<file path="src/rtl/block_sync_pkg.sv">
// block_sync_pkg
//   Shared definitions for the block_sync stage (block_lock_fsm and
//   block_sync_timer): lock FSM state encoding, the two legal 64b/66b sync
//   header codes, and the default window lengths and invalid-header limit.
//   No ports.
package block_sync_pkg;

    typedef enum logic [1:0] {
        LOCK_INIT = 2'd0,
        RESET_CNT = 2'd1,
        TEST_SH   = 2'd2,
        SLIP      = 2'd3
    } lock_state_e;

    localparam logic [1:0] SH_DATA = 2'b01;
    localparam logic [1:0] SH_CTRL = 2'b10;

    localparam int UNLOCKED_WINDOW_DEFAULT = 64;
    localparam int LOCKED_WINDOW_DEFAULT   = 1024;
    localparam int MAX_INVALID_SH_DEFAULT  = 65;

    // A header is valid only when its two bits differ.
    function automatic logic is_sync_header(input logic [1:0] sh);
        return (sh == SH_DATA) || (sh == SH_CTRL);
    endfunction

endpackage

</file>
<file path="src/rtl/block_lock_fsm.sv">
// block_lock_fsm
//   64b/66b block-lock state machine. Tests one sync header per i_valid
//   strobe while in TEST_SH, acquires lock after a clean 64-header window,
//   drops lock after MAX_INVALID_SH bad headers inside one 1024-header
//   window, and requests single-bit slips from the aligner while hunting.
//   Ports:
//     i_clock, i_reset        clock, asynchronous active-high reset
//     i_enable                lane enable (low forces LOCK_INIT)
//     i_valid, i_sh_valid     header strobe and header quality
//     i_unlocked_count_done   header closes the 64-header window
//     i_locked_count_done     header closes the 1024-header window
//     i_slip_done             aligner completed a slip
//     o_block_lock            lane is block-locked
//     o_slip                  one-cycle slip request
//     o_timer_reset_count     block_sync_timer reset-count control
//     o_timer_enable          block_sync_timer enable
module block_lock_fsm
    import block_sync_pkg::*;
#(
    parameter int MAX_INVALID_SH = MAX_INVALID_SH_DEFAULT
) (
    input  logic i_clock,
    input  logic i_reset,
    input  logic i_enable,
    input  logic i_valid,
    input  logic i_sh_valid,
    input  logic i_unlocked_count_done,
    input  logic i_locked_count_done,
    input  logic i_slip_done,
    output logic o_block_lock,
    output logic o_slip,
    output logic o_timer_reset_count,
    output logic o_timer_enable
);

    localparam int NB_INVALID = $clog2(MAX_INVALID_SH + 1);
    localparam logic [NB_INVALID-1:0] INVALID_LIMIT = NB_INVALID'(MAX_INVALID_SH);

    lock_state_e           state_q;
    logic                  block_lock_q;
    logic                  slip_q;
    logic [NB_INVALID-1:0] invalid_cnt_q;
    logic [NB_INVALID-1:0] invalid_cnt_d;

    // Saturating increment so the counter can never wrap back to zero.
    always_comb begin
        invalid_cnt_d = invalid_cnt_q;
        if (invalid_cnt_q != INVALID_LIMIT) begin
            invalid_cnt_d = invalid_cnt_q + NB_INVALID'(1);
        end
    end

    always_ff @(posedge i_clock or posedge i_reset) begin
        if (i_reset) begin
            state_q       <= LOCK_INIT;
            block_lock_q  <= 1'b0;
            slip_q        <= 1'b0;
            invalid_cnt_q <= '0;
        end else begin
            // o_slip is a pulse: only the transition into SLIP raises it.
            slip_q <= 1'b0;
            if (!i_enable) begin
                state_q       <= LOCK_INIT;
                block_lock_q  <= 1'b0;
                invalid_cnt_q <= '0;
            end else begin
                case (state_q)
                    LOCK_INIT: begin
                        block_lock_q  <= 1'b0;
                        invalid_cnt_q <= '0;
                        state_q       <= RESET_CNT;
                    end
                    RESET_CNT: begin
                        invalid_cnt_q <= '0;
                        state_q       <= TEST_SH;
                    end
                    TEST_SH: begin
                        if (i_valid) begin
                            if (i_sh_valid) begin
                                // Clean window closing wins over the locked window.
                                if (i_unlocked_count_done && (invalid_cnt_q == '0)) begin
                                    block_lock_q <= 1'b1;
                                    state_q      <= RESET_CNT;
                                end else if (i_locked_count_done) begin
                                    state_q <= RESET_CNT;
                                end
                            end else if (!block_lock_q) begin
                                state_q <= SLIP;
                                slip_q  <= 1'b1;
                            end else begin
                                invalid_cnt_q <= invalid_cnt_d;
                                if (invalid_cnt_d == INVALID_LIMIT) begin
                                    block_lock_q <= 1'b0;
                                    state_q      <= SLIP;
                                    slip_q       <= 1'b1;
                                end else if (i_locked_count_done) begin
                                    state_q <= RESET_CNT;
                                end
                            end
                        end
                    end
                    SLIP: begin
                        if (i_slip_done) begin
                            state_q <= RESET_CNT;
                        end
                    end
                    default: state_q <= LOCK_INIT;
                endcase
            end
        end
    end

    assign o_block_lock        = block_lock_q;
    assign o_slip              = slip_q;
    assign o_timer_reset_count = (state_q != TEST_SH);
    assign o_timer_enable      = (state_q == TEST_SH);

endmodule

</file>
<file path="config.mk">
export PLATFORM = sky130hd
export DESIGN_NAME = block_lock_fsm
export DESIGN_NICKNAME = d
export VERILOG_FILES = /design/src/rtl/block_sync_pkg.sv /design/src/rtl/block_lock_fsm.sv
export SDC_FILE = /design/constraint.sdc
export NUM_CORES = 1
export LEC_CHECK = 0
export ABC_AREA = 1
export ABC_CLOCK_PERIOD_IN_PS = 1900
export CAP_MARGIN = 10
export CORE_UTILIZATION = 52
export DETAILED_ROUTE_END_ITERATION = 10
export HOLD_SLACK_MARGIN = 0.02
export MAX_ROUTING_LAYER = met4
export PLACE_DENSITY = 0.75
export SLEW_MARGIN = 40
export SYNTH_ARGS = -nofsm -noshare
export SYNTH_HDL_FRONTEND = slang
export SYNTH_SLANG_ARGS = --single-unit
</file>
<file path="constraint.sdc">
create_clock -name i_clock -period 1.9 [get_ports i_clock]
set_input_delay 0.475 -clock i_clock [delete_from_list [all_inputs] [get_ports i_clock]]
set_output_delay 0.475 -clock i_clock [all_outputs]
set_load 0.01 [all_outputs]
</file>
==> out/qor.yml <==
status:
  status: "complete, no violations"
placement:
  post-place-ws_ps: -16.1
  gp_congestion: 0.875
  port_buffers: 11
  dp_cells: 152
  hpwl_um: 1540
sta:
  rsz0062_at_grt: "yes"
  period_minus_slack_ps: 1780
  slew_viol_final: 0
  finalWorstSetupSlack_ps: 117
  hold_viol: 0
  max_slew.worst_pin.slew_ps: 453
  worst_clock_skew_ps: 3.14
  holdWs_ps: 489
  relSlewSlack_pct: 69.7
  clock.fmax_mhz: 561
  period_share_pct: 93.8
  finalSetupViolCount: 0
logic_synthesis:
  synth_top_family_by_area: "simple AND/OR/NAND/NOR gates"
  ys_seq_area_share_pct: 32.9
  synthAdderAreaFrac_pct: 10.5
  yosys.area_share.simple_pct: 33.5
  synth_area_per_cell_um2: 6.97
  synth-xor-area-share_pct: 1.05
  yosysUniqueCellTypes: 21
  syn_inst: 120
  yosys_warnings: 0
  synth_mux_area_share_pct: 0
  synth_compound_area_share_pct: 11.2
  syn_area_um2: 836
  synth_seq_cells: 11
  syn_nets: 135
floorplanning:
  io_pins: 12
  die_w_um: 42.1
  start_util_pct: 55.5
  coreArea_um2: 1510
  die-area_um2: 1770
  die_height_um: 42.1
  row_count: 14
pwr:
  p_comb_share_pct: 20.5
  leakage_nw: 0.545
  pwr-share-clk_pct: 32.0
  powerDensity_nw_per_um2: 457
  seqPwrFrac_pct: 47.6
  swShare_pct: 28.3
  peakVddDrop_uv: 401
  p_int_mw: 0.370
  netSwitchingPower_mw: 0.146
critical_path:
  worstPathRequired_ps: 1420
  cp.arrival_ps: 1310
  startpoint_type: "flop"
  slowest_delay_ps: 380
  crit_path_end_kind: "output port"
  cp_cell_sequence: "inv_1, ha_4, inv_1, dlygate4sd2_1"
  crit_top_cell: "inv_1"
  critical_path_class: "reg2out"
  critical_path.slowest_cell: "dfrtp_1"
  cp_max_fo: 5
clock_network:
  cts_buffer_depth: 2
  cts_root_buffer: "clkbuf_4"
  clock_sinks: 11
  cts_tree: "yes"
  clkTransAtPathRegs_ps: 70
  h-tree-depth: 1
  cts_inserted_buffers: 3
  holdBufCountCts: 0
  worstSkewPairLatency_ps: 270
grt:
  overflow: 0
  grt_pass1_vias: 846
  grt_pass1_wl_um: 3400
  grt_max_degree: 12
  grt_usage_pct: 26.0
  antenna_found_initial: 0
route:
  vias: 850
  final_antenna_net_count: 0
  drt_iter0_drc: 23
  first_pass_iters: 6
  drc: 0
  vias_per_cell: 5.31
  wl_per_cell_um: 12.6
  wl_um: 2010
final_layout:
  drive_above_1_share_pct: 23.6
  area_growth_pct: 34.9
  diodes: 0
  final_nets: 160
  fillerInstances: 118
  final_cells: 160
flow_run:
  cap_viol_max_count: 0
worst_hold_path:
  min-delay-path-class: "in2async"
## logic make-up (layout without fill, tap and decap cells)
group,after synthesis,count (layout)
flops,11,11
simple gates,63,63
fa+ha+maj,7,7
buf+inv,23,47
xor+xnor,1,1
compound gates,15,15
## sequential cells by signal, indices dropped and copies added, names as in the netlist
name,flops
invalid_cnt_q,7
o_block_lock,1
o_slip,1
state_q,2
## cell usage in the layout (no fill, tap or decap), types with 3 or more instances in the layout
master	count
nand2_1	27
inv_1	20
buf_4	10
clkdlybuf4s50_1	9
dfrtp_1	9
nand2_2	8
nand3_1	8
nor2_1	8
nand4_1	5
o22ai_1	5
ha_1	4
nor2_2	3
o21ai_0	3
ha_4	3
clkbuf_4	3
## cell usage after synthesis, drive strengths merged
| library cell | number | area [um2] |
|---|---|---|
| buf | 1 | 7.51 |
| nor2 | 12 | 55.1 |
| o21bai | 1 | 7.51 |
| nor3 | 2 | 10.0 |
| dfrtp | 11 | 275 |
| o22ai | 5 | 31.3 |
| nand4 | 5 | 31.3 |
| o21ai | 4 | 20.0 |
| nand3 | 9 | 50.1 |
| a21oi | 2 | 10.0 |
| ha | 7 | 87.6 |
| xor2 | 1 | 8.76 |
| nand2 | 35 | 134 |
| inv | 22 | 82.6 |
| a31oi | 3 | 25.0 |
## per-layer routing
| metal | vias to the layer above | part of all wire, % | global-route usage [%] |
|---|---|---|---|
| met5 | - | 0 | - |
| met4 | 0 | 1.7 | 13.8 |
| li1 | 439 | - | - |
| met1 | 382 | 43 | 27.9 |
| met2 | 24 | 52 | 45.3 |
| met3 | 5 | 3.6 | 4.74 |
## what timing repair did
item / 4_1_cts / 5_1_grt
gates cloned: 0 / 0
setup buffers: 1 / 3
hold endpoints to repair: 0 / 0
resized for setup: 4 / 18
pin swaps: 0 / 9
endpoints found under the setup margin: 2 / 3
## final timing paths
path                       startpoint             endpoint  slack [ps]  depth (start not counted)
max                        state_q[0]  o_timer_reset_count         120                          4
min                           i_reset     invalid_cnt_q[5]         490                          2
max reg2reg                state_q[0]     invalid_cnt_q[0]         140                          7
min reg2reg                state_q[0]           state_q[0]         620                          3
max in group asynchronous     i_reset     invalid_cnt_q[1]        1090                          2
min in group i_clock       state_q[0]           state_q[0]         620                          3
## layout make-up
type                    count  area, um2  area share, %
clock buffers               4       26.3           2.33
inverters                  22       82.6           7.33
multi-input cells          86        538           47.7
flip-flops and latches     11        278           24.6
well taps                  16       20.0           1.78
repair buffers             21        183           16.2
## critical path, delay by kind of cell (launching register included)
family	cells	cell delay, ps
adders and majority gates	1	180
buffers and inverters	3	460
DFF	1	380
## power by group through the flow
stage	combinational (mW)	clock, mW	sequential, mW
2_1_floorplan	0.0488	0	0.250
3_3_place_gp	0.0912	0	0.250
3_5_place_dp	0.0951	0	0.250
4_1_cts	0.103	0.163	0.244
5_1_grt	0.120	0.177	0.245
6_report	0.105	0.165	0.245
## through the flow
step / TNS, ps / utilization, % / total power [mW] / cell area, um2
CTS: 0 / 69.5 / 0.510 / 1050
global placement: 0 / 66.6 / 0.341 / 1000
detailed placement: -48.9 / 66.6 / 0.345 / 1000
floorplan: 0 / - / 0.299 / 836
finish: 0 / 74.8 / 0.516 / 1130
global route: -30.6 / 74.8 / 0.542 / 1130
Note: power is estimated with default switching activity, not from simulation.
